File: src/rtl/alu_8_bits_serial.sv
// Bit-serial ALU (AND/OR/XOR/ADD), one operand bit per cycle, LSB first, with valid/ready handshakes.
// Define ALU_SERIAL_ADD_EN to build the carry chain; without it OP=11 returns S=0, COUT=0.
module alu_8_bits_serial #(
   parameter int unsigned WIDTH = 8
) (
   input  logic             clk,
   input  logic             rst_n,
   input  logic             in_valid,
   output logic             in_ready,
   input  logic [WIDTH-1:0] A,
   input  logic [WIDTH-1:0] B,
   input  logic [1:0]       OP,
   output logic             out_valid,
   input  logic             out_ready,
   output logic [WIDTH-1:0] S,
   output logic             COUT
);

   localparam int unsigned CNT_W = (WIDTH > 1) ? $clog2(WIDTH) : 1;

   typedef enum logic [1:0] {
      ST_IDLE  = 2'd0,
      ST_SHIFT = 2'd1,
      ST_DONE  = 2'd2
   } state_t;

   state_t             state;
   state_t             state_nxt;
   logic [WIDTH-1:0]   a_sh;
   logic [WIDTH-1:0]   b_sh;
   logic [1:0]         op_q;
   logic [WIDTH-1:0]   res_sh;
   logic [CNT_W-1:0]   cnt;
   logic               accept_c;
   logic               last_c;
   logic               bit_c;
   logic               carry_nxt_c;
   logic [WIDTH-1:0]   res_nxt_c;

   // Ready is gated by rst_n so it drops immediately while reset is held.
   assign in_ready = rst_n && (state == ST_IDLE);

   always_ff @(posedge clk) begin
      if (!rst_n) state <= ST_IDLE;
      else        state <= state_nxt;
   end

   always_comb begin
      state_nxt = state;
      accept_c  = 1'b0;
      last_c    = 1'b0;
      case (state)
         ST_IDLE: begin
            if (in_valid) begin
               accept_c  = 1'b1;
               state_nxt = ST_SHIFT;
            end
         end
         ST_SHIFT: begin
            if (cnt == CNT_W'(WIDTH - 1)) begin
               last_c    = 1'b1;
               state_nxt = ST_DONE;
            end
         end
         ST_DONE: begin
            if (out_ready) state_nxt = ST_IDLE;
         end
         default: state_nxt = ST_IDLE;
      endcase
   end

`ifdef ALU_SERIAL_ADD_EN
   logic carry;

   always_ff @(posedge clk) begin
      if (!rst_n)                  carry <= 1'b0;
      else if (accept_c)           carry <= 1'b0;
      else if (state == ST_SHIFT)  carry <= carry_nxt_c;
   end
`endif

   // Single-bit slice of the selected operation.
   always_comb begin
      bit_c       = 1'b0;
      carry_nxt_c = 1'b0;
      case (op_q)
         2'b00: bit_c = a_sh[0] & b_sh[0];
         2'b01: bit_c = a_sh[0] | b_sh[0];
         2'b10: bit_c = a_sh[0] ^ b_sh[0];
         2'b11: begin
`ifdef ALU_SERIAL_ADD_EN
            bit_c       = a_sh[0] ^ b_sh[0] ^ carry;
            carry_nxt_c = (a_sh[0] & b_sh[0]) | (carry & (a_sh[0] ^ b_sh[0]));
`else
            bit_c       = 1'b0;
            carry_nxt_c = 1'b0;
`endif
         end
         default: ;
      endcase
      res_nxt_c = {bit_c, res_sh[WIDTH-1:1]};
   end

   // Datapath; S/COUT only load on the final shift so partial sums never show.
   always_ff @(posedge clk) begin
      if (!rst_n) begin
         a_sh      <= '0;
         b_sh      <= '0;
         op_q      <= 2'b00;
         res_sh    <= '0;
         cnt       <= '0;
         S         <= '0;
         COUT      <= 1'b0;
         out_valid <= 1'b0;
      end else begin
         out_valid <= (state_nxt == ST_DONE);
         if (accept_c) begin
            a_sh   <= A;
            b_sh   <= B;
            op_q   <= OP;
            res_sh <= '0;
            cnt    <= '0;
         end else if (state == ST_SHIFT) begin
            a_sh   <= a_sh >> 1;
            b_sh   <= b_sh >> 1;
            res_sh <= res_nxt_c;
            cnt    <= cnt + CNT_W'(1);
            if (last_c) begin
               S    <= res_nxt_c;
               COUT <= carry_nxt_c;
            end
         end
      end
   end

endmodule

File: config.mk
export PLATFORM = sky130hd
export DESIGN_NAME = alu_8_bits_serial
export DESIGN_NICKNAME = d
export VERILOG_FILES = /design/src/rtl/alu_8_bits_serial.sv
export SDC_FILE = /design/constraint.sdc
export NUM_CORES = 1
export LEC_CHECK = 0
export CAP_MARGIN = 20
export CORE_ASPECT_RATIO = 1.5
export CORE_MARGIN = 3
export CORE_UTILIZATION = 35
export DETAILED_ROUTE_END_ITERATION = 16
export PLACE_DENSITY = 0.55
export SETUP_SLACK_MARGIN = 0.05
export SLEW_MARGIN = 10
export SYNTH_ARGS = -nofsm -noshare
export SYNTH_HDL_FRONTEND = slang
export SYNTH_SLANG_ARGS = --single-unit
File: constraint.sdc
create_clock -name clk -period 2.79 [get_ports clk]
set_input_delay 0.4185 -clock clk [delete_from_list [all_inputs] [get_ports clk]]
set_output_delay 0.4185 -clock clk [all_outputs]
set_load 0.05 [all_outputs]
Word-level counts from Yosys, hierarchy flattened
Index checks and enable logic that the tools add are counted.

storage, ports and cells
  flip-flop bits (word level) = 40
  input port bits = 22
  output and inout bits = 11

operators by class
  add/subtract/negate cells = 1
  eq/ne operators = 7
  mux-type cells = 13
  bitwise gates (word level) = 5
  reductions and logical operators = 6

operator list
  operator                                                         number
  8-bit 2-to-1 mux                                                 4
  2-bit == test, second input constant                             4
  2-bit 2-to-1 mux                                                 3
  2-bit case mux with 3 select lines                               1
  2-bit by 1-bit == test with 1-bit output, second input constant  2
  2-bit logical NOT                                                2
  1-bit 2-to-1 mux                                                 4
  1-bit case mux with 4 select lines                               1
  3-bit by 1-bit adder with 3-bit output, second input constant    1
  3-bit == test, second input constant                             1
  3-bit AND reduction                                              1
  1-bit inverter                                                   2
  2-bit nonzero test                                               1
  2-bit OR reduction                                               1
  1-bit AND                                                        1
  1-bit logical AND                                                1
  1-bit OR                                                         1
  1-bit bitwise XOR                                                1

Logic depth before layout (Yosys ltp)
  word-level depth = 4
  mapped depth = 7
  depth with buffers taken out = 5

Least setup slack after synthesis
No wires, ideal clock.

  kind = input port to output port
  start point = in rst_n
  end point = out in_ready
  arrival time = 1.798 ns
  data required time = 2.372 ns
  setup slack = 0.574 ns
  stages on the path = 2
  path through = clkbuf_1 > nor3b_1

on the way
  longest elaborated chain between the ends = 1

RTL lines
  what               RTL line  source
  from (decl)        7         input logic rst_n,
  1-bit logical AND  41        assign in_ready = rst_n && (state == ST_IDLE);
  to (decl)          9         output logic in_ready,

Every way passes these cells.

Worst setup path in the final report
  start point = reg S[6]
  end point = out S[6]

RTL lines
  what                    RTL line  source
  from (decl)             15        output logic [WIDTH-1:0] S,
  from (signal assigned)  129       S <= res_nxt_c;

No word-level cell between the ends.

==> flow_summary.ini <==
[run_status]
outcome = finished clean

[critical_path]
crit_family = buffers and inverters
endpoint = S[6]
required_ns = 2.37
reg2reg_to = S[7]
r2r_slack_ns = 1.04
crit_type = reg -> out
crit_buf_inv = 1
crit_fanout = 2
slowest_stage = clkdlybuf4s50_1
crit_path_start = S[6]
critPathArrivalTime_ns = 1.42
reg2reg_from = cnt[0]
rr_worst_depth = 4
end_kind = output port
cp_cell_sequence = clkdlybuf4s50_1
worst_setup_path_start_kind = register
cp_num_cells = 1
max_stage_delay_ns = 0.80

[placed_design]
gp_congestion = 0.7107
dpl.hpwl_um = 2235
pre_cts_ws_ns = 0.6605
port_buffers = 31

[route]
routedWlPerCell_um = 11.65
ant_nets = 0
drc = 0
drt_pass1_iterations = 4
via_count = 1390
drt-total-wl_um = 3367
via_per_inst = 4.810
drtIter0Drc = 48

[synth]
syn_area_um2 = 1674
muxShareOfSynthArea_pct = 0.5979
synth_area_per_cell_um2 = 8.413
yosys-top-cells-area = dfxtp_1 47%, a21oi_1 10%, nand2_1 9.4%
ys_ff_latch = 39
yosys.area.top_type = dfxtp_1
synthAdderAreaFrac_pct = 2.990
syn_inst = 199
synth_top_area_share_pct = 46.64
yosys.cell_types.count = 31
synthXorXnorAreaFrac_pct = 0.5232
yosysSeqAreaShare_pct = 46.64
synth_top_family_by_area = compound AO/OA/AOI/OAI gates
synthSimpleGateAreaFrac_pct = 18.61
synth_compound_area_share_pct = 23.39
yosysWarnings = 0
synthesis.nets = 225

[floorplanning]
rows = 30
dieArea_um2 = 5666
die_h_um = 90.71
initial_core_util_pct = 36.56
io_pins = 33
dieWidth_um = 62.47
core_area_um2 = 4579

[clock_tree]
clkTransAtPathRegs_ns = 0.07
cts_hold_buf = 0
postCtsSetupRepairBufs = 0
cts-root-buf = clkbuf_8
htree_num_levels = 2
clock_latency_ns = 0.29
clock-sinks = 39
cts_resized = 0
cts_tree = yes
numCtsBuffers = 5
clk_path_buf_depth = 2

[sta]
finalCritPeriodShare_pct = 65.99
slew_headroom_pct = 40.85
setup_viol = 0
hold_viol = 0
fin_crit_ns = 1.841
setup_ws_ns = 0.9488
max_slew.worst_pin.slew_ns = 0.8873
fmax_ghz = 0.5431
drv_slew = 0
rsz0062_at_grt = false
tns_ns = 0
fin_skew_ns = 0.005812

[global_routing]
first_global_vias = 1270
grt_max_degree = 32
grt_pass1_wl_um = 5809
track_usage_pct = 12.69
grt_overflow = 0
antenna_found_initial = 0

[min_path]
hold_class = reg -> reg

[final_layout]
final_nets = 250
drive_gt1_share_pct = 7.556
diodes = 0
syn_to_final_growth_pct = 24.14

[pwr]
peakVddDrop_uv = 303.5
power_leakage_nw = 0.7379
power_density_nw_per_um2 = 533.4

[flow_run]
cap_violations = 0
-- state kept, by name (all words and copies together), names as in the netlist --
name	cells
state	2
cnt	3
res_sh	7
a_sh	8
op_q	2
out_valid	1
b_sh	8
S	8
-- metal layers --
layer	vias to the layer above	GRT usage [%]	share of wire, %
met5	-	0	0
met4	0	5.525	1.4
met3	7	3.487	4.5
met2	34	21.55	49
met1	627	14.75	45
li1	722	-	-
-- worst register-to-register path, cell delays in order (launching register included) --
cell	delay [ns]
dfxtp_1	0.36
ha_1	0.16
ha_1	0.32
nand3b_1	0.35
o311a_1	0.45
-- stage by stage --
step | instance area, um^2 | power, mW | std cells | util (%) | hold slack [ns]
2_1_floorplan | 1674 | 0.7107 | 199 | - | 0.4289
3_3_place_gp | 1997 | 0.7606 | 281 | 43.61 | 0.4364
3_5_place_dp | 1997 | 0.7620 | 281 | 43.61 | 0.4414
4_1_cts | 2078 | 1.129 | 289 | 45.38 | 0.4523
5_1_grt | 2078 | 1.169 | 289 | 45.38 | 0.4721
6_report | 2078 | 1.109 | 289 | 45.38 | 0.4538
-- where the power goes --
part | internal [mW] | switching, mW | total [mW] | leakage, nW
registers | 0.582 | 0.0175 | 0.600 | 0.319
clock network | 0.175 | 0.187 | 0.362 | 0.0422
logic | 0.0695 | 0.0771 | 0.147 | 0.377
total | 0.827 | 0.281 | 1.11 | 0.738
-- worst min path at each step --
stage          startpoint      end  slack [ns]  cells after the start
4_1_cts           b_sh[4]  b_sh[3]        0.45                      2
5_1_grt           b_sh[4]  b_sh[3]        0.47                      2
6_report          a_sh[6]  a_sh[6]        0.45                      2
3_3_place_gp      b_sh[4]  b_sh[3]        0.44                      2
3_5_place_dp      b_sh[4]  b_sh[3]        0.44                      2
2_1_floorplan     b_sh[4]  b_sh[3]        0.43                      2
-- cells by family after synthesis --
group                      Yosys count
AOI/OAI and AO/OA                   65
buffers and inverters               20
DFF                                 39
xor gates and xnor gates             1
adders and majority gates            4
and+or+nand+nor                     68
other                                1
muxes                                1
-- layout by cell type, fill, tap and decap left out, types with 4 or more instances in the layout --
cell type | Yosys | routed
dfxtp_1 | 39 | 39
o21ai_1 | 8 | 8
nand3_1 | 9 | 9
inv_1 | 4 | 4
nor3b_1 | 4 | 4
nand2_1 | 42 | 42
a21oi_1 | 34 | 34
clkdlybuf4s50_1 | 0 | 30
a21boi_0 | 13 | 13
ha_1 | 4 | 4
nor2_1 | 5 | 5
clkbuf_8 | 0 | 5
-- Yosys cell counts --
cell type / n
nor2_1: 5
buf_8: 1
nor3b_1: 4
o21ai_1: 8
o311a_1: 1
nand2b_1: 2
o21ai_0: 3
buf_4: 2
conb_1: 1
ha_1: 4
or3b_1: 1
buf_6: 2
buf_2: 7
and2_1: 1
nand2_1: 42
inv_1: 4
nand2_2: 1
mux2i_1: 1
nand3b_1: 1
nor3b_2: 1
nand3_1: 9
o21ai_2: 2
a21boi_0: 13
clkbuf_1: 4
xnor2_1: 1
o221a_2: 2
nor2b_1: 1
o211a_1: 1
dfxtp_1: 39
a21oi_1: 34
o31a_1: 1
-- area by class of cell --
class,count,area (um^2)
repair buffers,34,342.8
well taps,64,80.08
fillers,506,2501
multi-input cells,140,778.2
inverters,4,15.01
clock buffers,7,76.32
flip-flops and latches,39,780.7
clock inverters,1,5.005
Note: power is estimated with default switching activity, not from simulation.
